--- config.mk ---
export PLATFORM = sky130hd
export DESIGN_NAME = receiver_fifo
export DESIGN_NICKNAME = d
export VERILOG_FILES = /design/src/rtl/receiver_fifo.sv
export SDC_FILE = /design/constraint.sdc
export NUM_CORES = 1
export LEC_CHECK = 0
export BUFFER_PORTS_ARGS = -buffer_cell sky130_fd_sc_hd__buf_2
export CELL_PAD_IN_SITES_DETAIL_PLACEMENT = 1
export CELL_PAD_IN_SITES_GLOBAL_PLACEMENT = 2
export CORE_MARGIN = 1
export CORE_UTILIZATION = 40
export CTS_BUF_LIST = sky130_fd_sc_hd__clkbuf_8
export DETAILED_ROUTE_END_ITERATION = 10
export GPL_TIMING_DRIVEN = 0
export MAX_ROUTING_LAYER = met4
export PLACE_DENSITY_LB_ADDON = 0.1
export SKIP_CTS_REPAIR_TIMING = 1
export SYNTH_ARGS = -nofsm -noshare
export SYNTH_HDL_FRONTEND = slang
export SYNTH_SLANG_ARGS = --single-unit
--- constraint.sdc ---
create_clock -name clk -period 7.9 [get_ports clk]
set_clock_uncertainty 0.1 [all_clocks]
set_input_delay 1.58 -clock clk [delete_from_list [all_inputs] [get_ports clk]]
set_output_delay 1.58 -clock clk [all_outputs]
set_load 0.02 [all_outputs]
--- src/rtl/receiver_fifo.sv ---
// UART 8N1 receiver feeding a show-ahead byte FIFO.
// Reports framing errors with a one-cycle pulse and dropped bytes with a sticky flag.
module receiver_fifo #(
  parameter int unsigned CLK_FREQ = 100_000_000,
  parameter int unsigned BAUD     = 9600,
  parameter int unsigned DEPTH    = 8
) (
  input  logic                     clk,
  input  logic                     rst_n,
  input  logic                     RsRx,
  input  logic                     rd_en,
  input  logic                     clr_err,
  output logic [7:0]               rd_data,
  output logic                     empty,
  output logic                     full,
  output logic [$clog2(DEPTH):0]   count,
  output logic                     frame_err,
  output logic                     overflow
);

  localparam int unsigned PW           = $clog2(DEPTH);
  localparam int unsigned CW           = PW + 1;
  localparam int unsigned TICK_DIV_RAW = CLK_FREQ / (BAUD * 16);
  localparam int unsigned TICK_DIV     = (TICK_DIV_RAW == 0) ? 1 : TICK_DIV_RAW;
  localparam int unsigned DW           = (TICK_DIV > 1) ? $clog2(TICK_DIV) : 1;

  typedef enum logic [2:0] {
    IDLE  = 3'd0,
    START = 3'd1,
    DATA  = 3'd2,
    STOP  = 3'd3,
    BREAK = 3'd4
  } state_t;

  state_t          state_q, state_d;
  logic            rx_meta_q, rx_sync_q;
  logic [DW-1:0]   div_q, div_d;
  logic [3:0]      tick_cnt_q, tick_cnt_d;
  logic [2:0]      bit_cnt_q, bit_cnt_d;
  logic [7:0]      shift_q, shift_d;
  logic            push_q, push_d;
  logic            frame_err_q, frame_err_d;
  logic            tick_c;

  logic [7:0]      mem_q [DEPTH];
  logic [PW-1:0]   wr_ptr_q, wr_ptr_d;
  logic [PW-1:0]   rd_ptr_q, rd_ptr_d;
  logic [CW-1:0]   count_q, count_d;
  logic            empty_q, empty_d;
  logic            full_q, full_d;
  logic            overflow_q, overflow_d;
  logic [7:0]      rd_data_q, rd_data_d;
  logic            pop_c, push_ok_c, drop_c, full_now_c;

  assign tick_c = (div_q == DW'(TICK_DIV - 1));

  // Receive FSM, oversampling counters and tick divider
  always_comb begin
    state_d     = state_q;
    tick_cnt_d  = tick_cnt_q;
    bit_cnt_d   = bit_cnt_q;
    shift_d     = shift_q;
    push_d      = 1'b0;
    frame_err_d = 1'b0;
    div_d       = tick_c ? '0 : div_q + DW'(1);
    case (state_q)
      IDLE: begin
        if (!rx_sync_q) begin
          state_d    = START;
          div_d      = '0;
          tick_cnt_d = '0;
        end
      end
      START: begin
        if (tick_c) begin
          if (tick_cnt_q == 4'd7) begin
            tick_cnt_d = '0;
            bit_cnt_d  = '0;
            state_d    = rx_sync_q ? IDLE : DATA;
          end else begin
            tick_cnt_d = tick_cnt_q + 4'd1;
          end
        end
      end
      DATA: begin
        if (tick_c) begin
          tick_cnt_d = tick_cnt_q + 4'd1;
          if (tick_cnt_q == 4'd15) begin
            shift_d   = {rx_sync_q, shift_q[7:1]};
            bit_cnt_d = bit_cnt_q + 3'd1;
            if (bit_cnt_q == 3'd7) state_d = STOP;
          end
        end
      end
      STOP: begin
        if (tick_c) begin
          tick_cnt_d = tick_cnt_q + 4'd1;
          if (tick_cnt_q == 4'd15) begin
            if (rx_sync_q) begin
              push_d  = 1'b1;
              state_d = IDLE;
            end else begin
              frame_err_d = 1'b1;
              state_d     = BREAK;
            end
          end
        end
      end
      BREAK: begin
        if (rx_sync_q) state_d = IDLE;
      end
      default: state_d = IDLE;
    endcase
  end

  // FIFO bookkeeping; a push into a full FIFO only lands if a pop frees a slot
  always_comb begin
    full_now_c = (count_q == CW'(DEPTH));
    pop_c      = rd_en && (count_q != '0);
    push_ok_c  = push_q && (!full_now_c || pop_c);
    drop_c     = push_q && full_now_c && !pop_c;
    wr_ptr_d   = push_ok_c ? wr_ptr_q + PW'(1) : wr_ptr_q;
    rd_ptr_d   = pop_c ? rd_ptr_q + PW'(1) : rd_ptr_q;
    count_d    = count_q;
    if (push_ok_c && !pop_c) count_d = count_q + CW'(1);
    else if (!push_ok_c && pop_c) count_d = count_q - CW'(1);
    empty_d    = (count_d == '0);
    full_d     = (count_d == CW'(DEPTH));
    overflow_d = drop_c || (overflow_q && !clr_err);
    // Next head bypasses the array when it is the byte being written this cycle
    if (count_d == '0) rd_data_d = 8'h00;
    else if (push_ok_c && (wr_ptr_q == rd_ptr_d)) rd_data_d = shift_q;
    else rd_data_d = mem_q[rd_ptr_d];
  end

  always_ff @(posedge clk or negedge rst_n) begin
    if (!rst_n) begin
      rx_meta_q   <= 1'b1;
      rx_sync_q   <= 1'b1;
      state_q     <= IDLE;
      div_q       <= '0;
      tick_cnt_q  <= '0;
      bit_cnt_q   <= '0;
      shift_q     <= '0;
      push_q      <= 1'b0;
      frame_err_q <= 1'b0;
      wr_ptr_q    <= '0;
      rd_ptr_q    <= '0;
      count_q     <= '0;
      empty_q     <= 1'b1;
      full_q      <= 1'b0;
      overflow_q  <= 1'b0;
      rd_data_q   <= 8'h00;
    end else begin
      rx_meta_q   <= RsRx;
      rx_sync_q   <= rx_meta_q;
      state_q     <= state_d;
      div_q       <= div_d;
      tick_cnt_q  <= tick_cnt_d;
      bit_cnt_q   <= bit_cnt_d;
      shift_q     <= shift_d;
      push_q      <= push_d;
      frame_err_q <= frame_err_d;
      wr_ptr_q    <= wr_ptr_d;
      rd_ptr_q    <= rd_ptr_d;
      count_q     <= count_d;
      empty_q     <= empty_d;
      full_q      <= full_d;
      overflow_q  <= overflow_d;
      rd_data_q   <= rd_data_d;
    end
  end

  // Storage array carries no reset; contents are meaningless until written
  always_ff @(posedge clk) begin
    if (push_ok_c) mem_q[wr_ptr_q] <= shift_q;
  end

  assign rd_data   = rd_data_q;
  assign empty     = empty_q;
  assign full      = full_q;
  assign count     = count_q;
  assign frame_err = frame_err_q;
  assign overflow  = overflow_q;

endmodule
==> flow_summary.toml <==
[status]
status = "complete, no violations"

[power]
p_per_area_mw_per_mm2 = 307.9
switching_power_w = 0.0008078
p_comb_share_pct = 37.4
seq_power_share_pct = 35.2
leakage_nw = 2.712
ir_worst_vdd_mv = 0.1192
p_sw_share_pct = 39.71
power_w = 0.002034
p_clk_share_pct = 27.3
p_int_w = 0.001227

[floorplanning]
dieWidth_um = 122.8
rows = 43
die_y_um = 122.8
core_mm2 = 0.01404
fp.dieArea_mm2 = 0.01509
initial_core_util_pct = 41.59
io_pins = 21

[synthesis]
ys_seq_elements = 117
ys_seq_area_share_pct = 55.68
ys_async_sr_fraction_pct = 45.30
synth_top_area_cell = "edfxtp_1"
avgSynthCellArea_um2 = 11.99
yosysTopAreaCellShare_pct = 32.90
synth_fp_nets = 501
synth_edf_count = 64
syn_inst = 487
synth_cell_types = 54
ys_warn_count = 0
syn-cell-area_mm2 = 0.005841
synthTopCellsByArea = "edfxtp_1 33%, dfrtp_1 21%, mux2i_1 5.8%"
synth_top_flop_cell = "edfxtp_1"

[timing]
fin_crit_sh_pct = 53.47
worstMarginPinSlew_ps = 1294
min_period_ps = 4224
whs_ps = 256.6
max_freq_ghz = 0.2367
timing.setup.tns_ps = 0
rsz0062_at_grt = "no"
finalHoldViolCount = 0
slew_headroom_pct = 13.06
slew_viol_final = 0
setup_violations = 0

[routing]
wirelength_um = 15890
drc = 0
final_antenna_net_count = 0
vias = 4186
dr.pass1.iters = 4
drtIter0Drc = 244
post_drt_wl_per_cell_um = 22.04
routed_via_density = 5.806

[placed_design]
dpl-instance-area_mm2 = 0.006197
place_congestion = 0.7437
place_hpwl_um = 10550
port_buffers = 20

[global_route]
grt_max_degree = 54
grt_pass1_wl_um = 25120
grt_pass1_vias = 4446
track_usage_pct = 23.77
antenna_found_initial = 0
grt_overflow = 0

[critical_path]
crit_chain = "buf_2 > clkbuf_1 > a21boi_1 > a311oi_4 > xor2_2 > nor4b_4 > nor4_1 > a311oi_1"
critPathRequiredTime_ps = 8110
cp.arrival_ps = 4430
crit_type = "primary input to flop"
path_buf_inv = 2
critPathMaxStageDelay_ps = 650
cp-end-kind = "flop"
cp_max_fo = 10
path_delay_family = "compound AO/OA/AOI/OAI gates"
critPathSlowestCell = "a311oi_4"
start_kind = "primary input"

[finish]
finish.utilization_pct = 47.05
final_layout_size_suffix_gt1_share_pct = 17.19
stdcell_area_mm2 = 0.006606
n_antenna_cell = 0
final_common_cell = "edfxtp_1"
synthToLayoutAreaGrowth_pct = 13.11
nFillCells = 1485
nets = 542
final_cell_mix = "64 x edfxtp_1, 50 x dfrtp_1, 34 x mux2i_1, 31 x nor2_1, 27 x clkbuf_1"

[cts]
clkSinkCount = 117
clock_path_buffers = 2
numCtsBuffers = 17
clock-root-buffer = "clkbuf_8"
cts_tree = "done"
htreeDepth = 4
clk_latency_ps = 440
path_clk_slew_ps = 80

[worst_hold_path]
hold_class = "flop to flop"

[job]
cap_violations = 0
## worst paths after layout
check                                     from                        end  slack, ps  cells past startpoint
max reg2reg                 count[0]$_DFF_PN0_       rd_data[1]$_DFF_PN0_       4070                      8
min reg2reg                rx_meta_q$_DFF_PN1_        rx_sync_q$_DFF_PN1_        260                      0
min                        rx_meta_q$_DFF_PN1_        rx_sync_q$_DFF_PN1_        260                      0
min in group asynchronous                rst_n  tick_cnt_q[3]$_DFFE_PN0P_       1100                      1
max                                      rd_en       rd_data[1]$_DFF_PN0_       3680                      8
max in group asynchronous                rst_n       rd_data[2]$_DFF_PN0_       6130                      1
## flip-flops by register name, summed over array words and instances (netlist names), 3 cells and up
| name | count |
|---|---|
| state_q | 3 |
| count | 4 |
| wr_ptr_q | 3 |
| shift_q | 8 |
| bit_cnt_q | 3 |
| rd_ptr_q | 3 |
| tick_cnt_q | 4 |
| rd_data | 8 |
| mem_q | 64 |
| div_q | 10 |
## power by group through the flow
stage | Clock (W) | Combinational (W) | Sequential, W
detailed placement | 0 | 0.000758 | 0.000728
floorplan | 0 | 0.000461 | 0.000757
global placement | 0 | 0.000752 | 0.000725
CTS | 0.000567 | 0.000759 | 0.000717
finish | 0.000556 | 0.000762 | 0.000717
global route | 0.000588 | 0.000808 | 0.000722
## final cells by class
| class | count | area (um2) | share of cell area [%] |
|---|---|---|---|
| timing repair buffer | 22 | 117.6 | 1.780 |
| clock buffer | 20 | 275.3 | 4.167 |
| tap | 180 | 225.2 | 3.409 |
| multi-input combinational | 327 | 2444 | 36.99 |
| sequential | 117 | 3252 | 49.22 |
| clock inverter | 12 | 131.4 | 1.989 |
| buffer | 30 | 112.6 | 1.705 |
| inverter | 13 | 48.80 | 0.7386 |
## cell usage after synthesis (all sizes together) (2+ instances only)
master and number:
a2111oi 16, a211oi 18, a21oi 7, a22o 6
a311oi 9, and2 3, and3 3, buf 3
clkbuf 27, dfrtp 50, dfstp 3, edfxtp 64
ha 9, inv 13, mux2 26, mux2i 34
nand2 22, nand2b 6, nand3 24, nand3b 4
nor2 32, nor2b 19, nor3 6, nor3b 3
nor4 13, nor4b 3, nor4bb 2, o2111ai 8
o21ai 22, xnor2 8, xor2 7
## through the flow
stage | worst slack, ps | std cells
after floorplan | 4128 | 487
final | 3676 | 721
after CTS | 3701 | 721
after global placement | 3051 | 687
after detailed placement | 3218 | 689
after global routing | 3511 | 721
## logic make-up after synthesis
| group | Yosys count | synth area share (%) |
|---|---|---|
| simple gates | 147 | 13.80 |
| flops | 117 | 55.68 |
| compound gates | 95 | 12.23 |
| mux | 60 | 10.84 |
| buf+inv | 43 | 2.764 |
| xor+xnor | 16 | 2.764 |
| fa+ha+maj | 9 | 1.928 |
## layer usage
metal,track usage [%],share of wire [%]
met1,30.67,44
met2,36.94,48
met3,4.089,5.4
met4,9.985,2.2
met5,-,0
No activity file was read; power rests on OpenSTA's default activity.
